==> src/rtl/udp_app_stats_batch_reader.sv <==
// UDP app stats batch reader: serves NoC stats read requests with a
// summary flit followed by up to MAX_BATCH consecutive log entries.
module udp_app_stats_batch_reader #(
   parameter int SRC_X          = -1,
   parameter int SRC_Y          = -1,
   parameter int UDP_TX_X       = 0,
   parameter int UDP_TX_Y       = 0,
   parameter int NUM_CHAN       = 4,
   parameter int DEPTH_LOG2     = 8,
   parameter int ENTRY_W        = 128,
   parameter int MAX_BATCH      = 16,
   parameter int NOC_DATA_WIDTH = 256,
   localparam int CHAN_W = (NUM_CHAN > 1) ? $clog2(NUM_CHAN) : 1,
   localparam int CNT_W  = $clog2(MAX_BATCH + 1)
) (
   input  logic                           clk,
   input  logic                           rst_n,
   input  logic                           noc_in_val,
   input  logic [NOC_DATA_WIDTH-1:0]      noc_in_data,
   output logic                           noc_in_rdy,
   output logic                           noc_out_val,
   output logic [NOC_DATA_WIDTH-1:0]      noc_out_data,
   input  logic                           noc_out_rdy,
   output logic                           log_rd_req_val,
   output logic [CHAN_W-1:0]              log_rd_req_chan,
   output logic [DEPTH_LOG2-1:0]          log_rd_req_addr,
   input  logic [ENTRY_W-1:0]             log_rd_resp_data,
   input  logic [NUM_CHAN*DEPTH_LOG2-1:0] curr_wr_addr,
   input  logic [NUM_CHAN-1:0]            has_wrapped
);

   localparam int W     = NOC_DATA_WIDTH;
   localparam int D     = DEPTH_LOG2;
   localparam int SUM_W = CHAN_W + 2 * D + CNT_W + 2;
   localparam logic [7:0] UDP_TX_SEGMENT = 8'd2;

   typedef enum logic [3:0] {
      IDLE, RX_META, RX_REQ, DRAIN, CALC,
      TX_HDR, TX_META, TX_SUM, RD_ISSUE, RD_WAIT, TX_DATA
   } state_t;

   state_t              state_q, state_d;
   logic [7:0]          hdr_len_q, rx_cnt_q;
   logic [95:0]         meta_q;
   logic [CHAN_W-1:0]   chan_q;
   logic [D-1:0]        start_q, ptr_q;
   logic [CNT_W-1:0]    count_q, n_q, idx_q;
   logic                err_q, wrapped_q;
   logic [ENTRY_W-1:0]  entry_q;

   logic                in_hs, out_hs;
   logic [D-1:0]        sel_ptr;
   logic                sel_wrapped, sel_err;
   logic [31:0]         avail, lim;
   logic [CNT_W-1:0]    n_calc;
   logic [15:0]         dlen;

   // Select channel pointer/flag and clamp the batch length.
   always_comb begin
      sel_ptr     = '0;
      sel_wrapped = 1'b0;
      sel_err     = (int'(chan_q) >= NUM_CHAN);
      for (int c = 0; c < NUM_CHAN; c++) begin
         if (int'(chan_q) == c) begin
            sel_ptr     = curr_wr_addr[c*D +: D];
            sel_wrapped = has_wrapped[c];
         end
      end
      avail = sel_wrapped ? (32'd1 << D)
                          : (32'(sel_ptr) - 32'(start_q));
      lim = 32'(count_q);
      if (lim > 32'(MAX_BATCH)) lim = 32'(MAX_BATCH);
      if (lim > avail) lim = avail;
      if (sel_err || (!sel_wrapped && start_q >= sel_ptr)) lim = '0;
      n_calc = CNT_W'(lim);
   end

   assign dlen   = 16'((32'(n_q) + 32'd1) * 32'(W / 8));
   assign in_hs  = noc_in_val & noc_in_rdy;
   assign out_hs = noc_out_val & noc_out_rdy;

   // Next state, handshake strobes and response flit formatting.
   always_comb begin
      state_d         = state_q;
      noc_in_rdy      = 1'b0;
      noc_out_val     = 1'b0;
      noc_out_data    = '0;
      log_rd_req_val  = 1'b0;
      log_rd_req_chan = chan_q;
      log_rd_req_addr = start_q + D'(idx_q);
      unique case (state_q)
         IDLE: begin
            noc_in_rdy = 1'b1;
            if (noc_in_val) state_d = RX_META;
         end
         RX_META: begin
            noc_in_rdy = 1'b1;
            if (noc_in_val) state_d = RX_REQ;
         end
         RX_REQ: begin
            noc_in_rdy = 1'b1;
            if (noc_in_val) state_d = (hdr_len_q > 8'd2) ? DRAIN : CALC;
         end
         DRAIN: begin
            noc_in_rdy = 1'b1;
            if (noc_in_val && (rx_cnt_q + 8'd1 >= hdr_len_q)) state_d = CALC;
         end
         CALC: state_d = TX_HDR;
         TX_HDR: begin
            noc_out_val = 1'b1;
            noc_out_data[W-1 -: 56] = {8'(UDP_TX_X), 8'(UDP_TX_Y),
                                       8'(SRC_X), 8'(SRC_Y),
                                       8'(32'(n_q) + 32'd2),
                                       UDP_TX_SEGMENT, 8'd1};
            if (noc_out_rdy) state_d = TX_META;
         end
         TX_META: begin
            noc_out_val = 1'b1;
            noc_out_data[W-1 -: 112] = {meta_q[63:32], meta_q[95:64],
                                        meta_q[15:0], meta_q[31:16], dlen};
            if (noc_out_rdy) state_d = TX_SUM;
         end
         TX_SUM: begin
            noc_out_val = 1'b1;
            noc_out_data[W-1 -: SUM_W] = {chan_q, start_q, n_q,
                                          err_q, wrapped_q, ptr_q};
            if (noc_out_rdy) state_d = (n_q != '0) ? RD_ISSUE : IDLE;
         end
         RD_ISSUE: begin
            log_rd_req_val = 1'b1;
            state_d = RD_WAIT;
         end
         RD_WAIT: state_d = TX_DATA;
         TX_DATA: begin
            noc_out_val = 1'b1;
            noc_out_data[W-1 -: ENTRY_W] = entry_q;
            if (noc_out_rdy) state_d = (idx_q + 1'b1 == n_q) ? IDLE : RD_ISSUE;
         end
         default: state_d = IDLE;
      endcase
      if (!rst_n) begin
         noc_in_rdy     = 1'b0;
         noc_out_val    = 1'b0;
         log_rd_req_val = 1'b0;
      end
   end

   // State register plus request capture, snapshot and entry buffer.
   always_ff @(posedge clk) begin
      if (!rst_n) begin
         state_q   <= IDLE;
         hdr_len_q <= '0;
         rx_cnt_q  <= '0;
         meta_q    <= '0;
         chan_q    <= '0;
         start_q   <= '0;
         count_q   <= '0;
         ptr_q     <= '0;
         n_q       <= '0;
         idx_q     <= '0;
         err_q     <= 1'b0;
         wrapped_q <= 1'b0;
         entry_q   <= '0;
      end else begin
         state_q <= state_d;
         unique case (state_q)
            IDLE: if (in_hs) begin
               hdr_len_q <= noc_in_data[W-33 -: 8];
               rx_cnt_q  <= '0;
               idx_q     <= '0;
            end
            RX_META: if (in_hs) begin
               meta_q   <= noc_in_data[W-1 -: 96];
               rx_cnt_q <= rx_cnt_q + 8'd1;
            end
            RX_REQ: if (in_hs) begin
               chan_q   <= noc_in_data[W-1 -: CHAN_W];
               start_q  <= noc_in_data[W-1-CHAN_W -: D];
               count_q  <= noc_in_data[W-1-CHAN_W-D -: CNT_W];
               rx_cnt_q <= rx_cnt_q + 8'd1;
            end
            DRAIN: if (in_hs) rx_cnt_q <= rx_cnt_q + 8'd1;
            CALC: begin
               err_q     <= sel_err;
               wrapped_q <= sel_wrapped;
               ptr_q     <= sel_ptr;
               n_q       <= n_calc;
            end
            RD_WAIT: entry_q <= log_rd_resp_data;
            TX_DATA: if (out_hs) idx_q <= idx_q + 1'b1;
            default: ;
         endcase
      end
   end

endmodule

==> config.mk <==
export PLATFORM = sky130hd
export DESIGN_NAME = udp_app_stats_batch_reader
export DESIGN_NICKNAME = d
export VERILOG_FILES = /design/src/rtl/udp_app_stats_batch_reader.sv
export SDC_FILE = /design/constraint.sdc
export NUM_CORES = 1
export LEC_CHECK = 0
export BUFFER_PORTS_ARGS = -buffer_cell sky130_fd_sc_hd__buf_2
export CORE_AREA = 2 2 266 268
export CTS_BUF_LIST = sky130_fd_sc_hd__clkbuf_8
export DETAILED_ROUTE_END_ITERATION = 12
export DIE_AREA = 0 0 268 270
export GPL_ROUTABILITY_DRIVEN = 0
export RECOVER_POWER = 25
export SLEW_MARGIN = 20
export SYNTH_ARGS = -nofsm -noshare
export SYNTH_HDL_FRONTEND = slang
export SYNTH_SLANG_ARGS = --single-unit
==> constraint.sdc <==
create_clock -name clk -period 13.69 [get_ports clk]
set_clock_uncertainty 0.05 [all_clocks]
set_input_delay 2.0535 -clock clk [delete_from_list [all_inputs] [get_ports clk]]
set_output_delay 2.0535 -clock clk [all_outputs]
set_load 0.005 [all_outputs]
==> results.ini, run 1 <==
[logic_synthesis]
synthTopCellsByArea = dfxtp_1 41%, nand2_1 16%, a21oi_1 10%, buf_4 7.0%, a22o_1 4.2%
ys.flop_type = dfxtp_1
syn_area_per_cell_sq_um = 7.61
synth-seq-cells = 278
synth_top_area_cell = dfxtp_1
synth-edff-count = 0
syn_inst = 1794
synth.cell_area_sq_um = 13700
ys_async_sr_fraction_pct = 0
yosys.area.top_type_share_pct = 40.7
yosys_warnings = 0
synth-seq-area-share_pct = 40.7
synth_cell_types = 59

[clock_network]
clockBufferDepth = 3
clkTransAtPathRegs_ns = 0.06
post_cts_resized = 0
h-tree-depth = 2
cts_tree = yes
root_buffer = clkbuf_8
post_cts_buffers = 0
cts-buffers-inserted = 52
cts_hold_buf = 0
clkSinkCount = 278
clk_latency_ns = 0.63

[finish]
regArea_sq_um = 5570
area_delta_synth_final_pct = 26.4
drive_above_1_share_pct = 24.3
finalInstanceArea_sq_um = 17300
n_fill_cell = 7792
nets = 2599
finish.utilization_pct = 24.8
multi_input_area_sq_um = 7090

[critical_path]
cp_max_fo = 99
setup.worst_path.class = in -> out
r2r_cells = 16
r2r_start = log_rd_req_chan[1]
path_cells = clkbuf_1 -> clkinvlp_2 -> a21oi_1 -> buf_2
cp_slowest_cell = clkinvlp_2
crit_arrival_ns = 7.14
critPathLaunchType = input port
crit_required_ns = 11.59
crit_path_end_kind = primary output
r2r_end = n_q[4]
reg2reg_slack_ns = 8.57
max_stage_delay_ns = 2.97

[sta]
tns_ns = 0
finalCritPeriodShare_pct = 67.5
hold_ws_ns = 0.402
slew_viol_final = 275
post-route-min-period_ns = 9.24
hold_viol = 0
setup_violations = 0
fmax_mhz = 108
rsz0062_at_grt = no
slew_headroom_pct = -169
worstMarginPinSlew_ns = 4.04

[routing]
firstDrtPassIters = 5
drc = 0
ant_nets = 0
routed_wl_um = 55800
viasPerCell = 4.24
drt_iter0_drc = 812
wl_per_cell_um = 17.8
vias = 13200

[run_status]
status = finished with violations
violations = capacitance limit, slew limit

[floorplan]
coreArea_sq_um = 69500
die_width_um = 268
die_area_sq_um = 72400
row_count = 97
ioPinCount = 693
initial_utilization_pct = 19.6
die_h_um = 270

[place]
numPortBuffers = 404
dp_hpwl_um = 39800
place_area_sq_um = 16100

[power_and_ir_drop]
pwr_density_cell_nw_per_um2 = 109
vdd_drop_max_mv = 0.0866
leakage_nw = 7.24

[min_path]
hold_start = entry_q[29]
holdPathEnd = entry_q[29]
hold_path_depth = 2
holdCritPathClass = reg -> reg

[global_route]
grt_max_degree = 100
track_usage_pct = 14.7
antenna_found_initial = 14
overflow = 0
grt_pass1_wl_um = 79700
grt_pass1_vias = 12300

[flow_run]
drv_cap = 3

power breakdown:
part,leakage [nW],switching [W],internal (W)
clock,0.638,0.000388,0.000522
combinational,4.36,0.0000863,0.0000542
sequential,2.24,0.00000927,0.000820
flip-flops by register name, summed over array words and instances, names as in the netlist, 5 cells and up:
register and flops:
ptr_q 8, entry_q 128, idx_q 5, hdr_len_q 8, start_q 8, count_q 5
rx_cnt_q 8, meta_q 96, n_q 5
kinds of logic (layout without fill, tap and decap cells):
kind of cell	count (synthesis)	after routing	synth area share (%)
AND/OR/NAND/NOR	712	712	21.2
AO/OA/AOI/OAI	446	446	20.0
buffers and inverters	283	543	11.3
flip-flops	278	278	40.7
adder cells (fa/ha/maj)	34	34	3.22
XOR/XNOR	28	28	1.80
multiplexers	12	12	1.71
other	1	132	0.0275
worst max-delay path: cells and delay by family:
kind | cells | cell delay (ns)
AO/OA/AOI/OAI | 1 | 1.45
buffers and inverters | 3 | 3.56
through the flow:
step                cells  total power (W)  setup slack [ns]
floorplan            1921         0.000943              7.73
finish               3125          0.00188              4.45
global placement     3027         0.000988              7.18
global route         3123          0.00196              3.83
CTS                  3121          0.00191              7.84
detailed placement   3027         0.000988              7.16
layout by cell type (no fill, tap or decap), drive strengths merged, types with 10 or more instances in the layout:
| cell type | instances |
|---|---|
| and3 | 30 |
| clkbuf | 73 |
| nor2b | 13 |
| a22oi | 33 |
| o21ai | 19 |
| nor3 | 12 |
| nand2 | 580 |
| a21oi | 283 |
| nand2b | 10 |
| xnor2 | 20 |
| nand3 | 14 |
| conb | 128 |
| nor2 | 36 |
| a221o | 10 |
| dfxtp | 278 |
| buf | 417 |
| ha | 32 |
| a22o | 65 |
| inv | 37 |
metal layers:
layer	GRT usage, %	share of wire [%]
met1	18.6	43
met4	3.72	1.8
met3	4.29	8.3
met5	0	0.11
met2	24.4	47
how the worst max path moves through the flow:
stage                     cells past startpoint  slack (ns)     endpoint              from
after floorplan                              16        7.73       n_q[0]  curr_wr_addr[24]
after global placement                       17        7.18       n_q[0]  curr_wr_addr[24]
after detailed placement                     17        7.16       n_q[0]  curr_wr_addr[24]
after CTS                                    17        7.84       n_q[0]  curr_wr_addr[24]
after global routing                          4        3.83   noc_in_rdy             rst_n
final                                         4        4.45  noc_out_val             rst_n
cell usage after synthesis (12+ instances only):
cell type / instances
a21oi_1: 283
a22o_1: 65
a22oi_1: 33
and3_1: 30
buf_4: 128
clkbuf_1: 119
dfxtp_1: 278
ha_1: 32
inv_1: 26
nand2_1: 580
nand3_1: 14
nor2_1: 36
nor2b_1: 13
nor3_1: 12
o21ai_0: 19
xnor2_1: 20
final cells by class:
type | count | area share (%)
flip-flops and latches | 278 | 32.2
diodes | 4 | 0.0580
multi-input cells | 1360 | 41.1
inverters | 27 | 0.594
clock inverters | 26 | 1.37
clock buffers | 68 | 5.42
repair buffers | 422 | 12.4
well taps | 940 | 6.81
Note: power is estimated with default switching activity, not from simulation.
==> inputs of run 2 (changes only) <==
- clock period: 13.69 -> 9.6 ns (I/O delays scaled with it)
==> run 2 against run 1 <==
Effect of this change: the run still ends with capacitance limit, slew limit left; count of clock-buffer cells in the layout grew 3; flip-flop and latch count unchanged; via count up 0.15%; hold slack got worse by 0.0020 ns; clock power up 42%; die area unchanged; critical path depth increased by 2; power grew 42%; first-iteration DRC count up 8.1%; utilization about the same; sequential share of layout area barely moved; largest cell class unchanged; highest routed layer unchanged.
==> results.ini, run 2 (synthesized netlist as in run 1, its figures left out) <==
[run_status]
status = finished with violations  ; unchanged
violations = capacitance limit, slew limit  ; unchanged

[sta]
post-route-min-period_ns = 6.42
fin_ws_ns = 3.18  ; was 4.45 ns
tns_ns = 0  ; unchanged
setup_violations = 0  ; unchanged
finalCritPeriodShare_pct = 66.8
fmax_mhz = 156
worstMarginPinSlew_ns = 3.02  ; was 4.04 ns
hold_viol = 0  ; unchanged
slew_viol_final = 169  ; was 275
rsz0062_at_grt = no  ; unchanged
hold_ws_ns = 0.400  ; was 0.402 ns
slew_headroom_pct = -101  ; was -169%

[power_and_ir_drop]
pwr_density_cell_nw_per_um2 = 155  ; was 109 nW/um^2
leakage_nw = 7.23  ; was 7.24 nW
vdd_drop_max_mv = 0.0993  ; was 0.0866 mV

[routing]
ant_nets = 0  ; unchanged
drt_iter0_drc = 878  ; was 812
routed_wl_um = 56300  ; was 55800 um
firstDrtPassIters = 6  ; was 5
wl_per_cell_um = 18.0  ; was 17.8 um
viasPerCell = 4.24  ; about the same
drc = 0  ; unchanged
vias = 13300  ; was 13200

[floorplan]
coreArea_sq_um = 69500  ; unchanged
initial_utilization_pct = 19.6  ; unchanged
row_count = 97  ; unchanged
ioPinCount = 693  ; unchanged
die_area_sq_um = 72400  ; unchanged
die_h_um = 270  ; unchanged
die_width_um = 268  ; unchanged

[place]
dp_hpwl_um = 39900  ; was 39800 um
placed_cells = 3027  ; unchanged
post-place-ws_ns = 3.70  ; was 7.16 ns
numPortBuffers = 404  ; unchanged
place_area_sq_um = 16100  ; about the same

[global_route]
grt_pass1_vias = 12300  ; about the same
track_usage_pct = 14.9  ; was 14.7%
grt_max_degree = 132  ; was 100
overflow = 0  ; unchanged
antenna_found_initial = 16  ; was 14
grt_pass1_wl_um = 80500  ; was 79700 um

[critical_path]
crit_required_ns = 8.11  ; was 11.59 ns
crit_path_end_kind = primary output  ; unchanged
setup.worst_path.class = reg -> out  ; was in -> out
crit_arrival_ns = 4.93  ; was 7.14 ns
r2r_cells = 6  ; was 16
critPathLaunchType = register  ; was input port
cp_max_fo = 54  ; was 99

[min_path]
holdCritPathClass = reg -> reg  ; unchanged
hold_path_depth = 2  ; unchanged

[finish]
final_cell_mix = 579 x nand2_1, 403 x buf_2, 283 x a21oi_1  ; was 578 x nand2_1, 401 x buf_2, 283 x a21oi_1
area_delta_synth_final_pct = 26.3  ; was 26.4%
fin_cells = 3129  ; was 3125
nets = 2600  ; was 2599
largest-register = entry_q  ; unchanged
finalInstanceArea_sq_um = 17300  ; about the same
drive_above_1_share_pct = 24.5  ; was 24.3%
mostFrequentLayoutCell = nand2_1  ; unchanged
multi_input_area_sq_um = 7080  ; was 7090 sq um
largest_reg_flops = 128  ; unchanged
largestRegisters = entry_q: 128 flops, meta_q: 96 flops  ; unchanged
regArea_sq_um = 5570  ; unchanged
n_fill_cell = 7800  ; was 7792

[clock_network]
cts-buffers-inserted = 53  ; was 52
h-tree-depth = 2  ; unchanged
root_buffer = clkbuf_8  ; unchanged
clkSinkCount = 278  ; unchanged
clk_latency_ns = 0.65  ; was 0.63 ns
cts_tree = yes  ; unchanged
clkTransAtPathRegs_ns = 0.06  ; about the same
post_cts_buffers = 0  ; unchanged
cts_hold_buf = 0  ; unchanged
post_cts_resized = 0  ; unchanged
clockBufferDepth = 3  ; unchanged

[flow_run]
drv_cap = 3  ; unchanged

[run 2: changes by cell type in the layout (fill, tap and decap cells not counted), moves of 2 or more]
cell	delta
clkinv_2	+2
clkbuf_8	+3
bufinv_16	-2
buf_2	+2
[run 2: through the flow]
stage | power [W] | util (%)
finish | 0.00267 | 24.8
global route | 0.00279 | 24.8
CTS | 0.00271 | 24.8
detailed placement | 0.00141 | 23.1
global placement | 0.00141 | 23.1
floorplan | 0.00134 | -
[run 2: final timing paths]
kind / start / endpoint / slack (ns)
worst min register to register: entry_q[29] / entry_q[29] / 0.40
worst max-delay path: state_q[3] / noc_out_data[182] / 3.18
worst min-delay path: entry_q[29] / entry_q[29] / 0.40
worst max register to register: state_q[3] / entry_q[77] / 4.16
[run 2: where the power goes]
group	internal (W)	leakage (nW)	switching, W
sequential	0.00117	2.24	0.0000130
combinational	0.0000775	4.35	0.000124
clock	0.000719	0.642	0.000567
[run 2: layer usage]
layer  GRT usage (%)  vias to the layer above  routed length (um)
met5               0                        -                  70
met4            3.72                       12                1190
met3            4.39                       88                4480
met2            24.2                      501               26100
met1            19.3                     6185               24500
li1                -                     6476                   -
[run 2: critical path, cell delays in order (launching register included)]
cell and delay, ns:
dfxtp_1 0.56, nand2b_1 0.24, nor2_4 0.38, clkbuf_1 1.79, buf_4 0.81, a22o_1 0.28, buf_2 0.14
[run 2: layout make-up]
type | instances | area share [%]
clock inverters | 26 | 1.12
clock buffers | 71 | 5.66
multi-input cells | 1360 | 41.0
inverters | 27 | 0.631
diodes | 5 | 0.0725
repair buffers | 422 | 12.4
flip-flops and latches | 278 | 32.3
well taps | 940 | 6.82
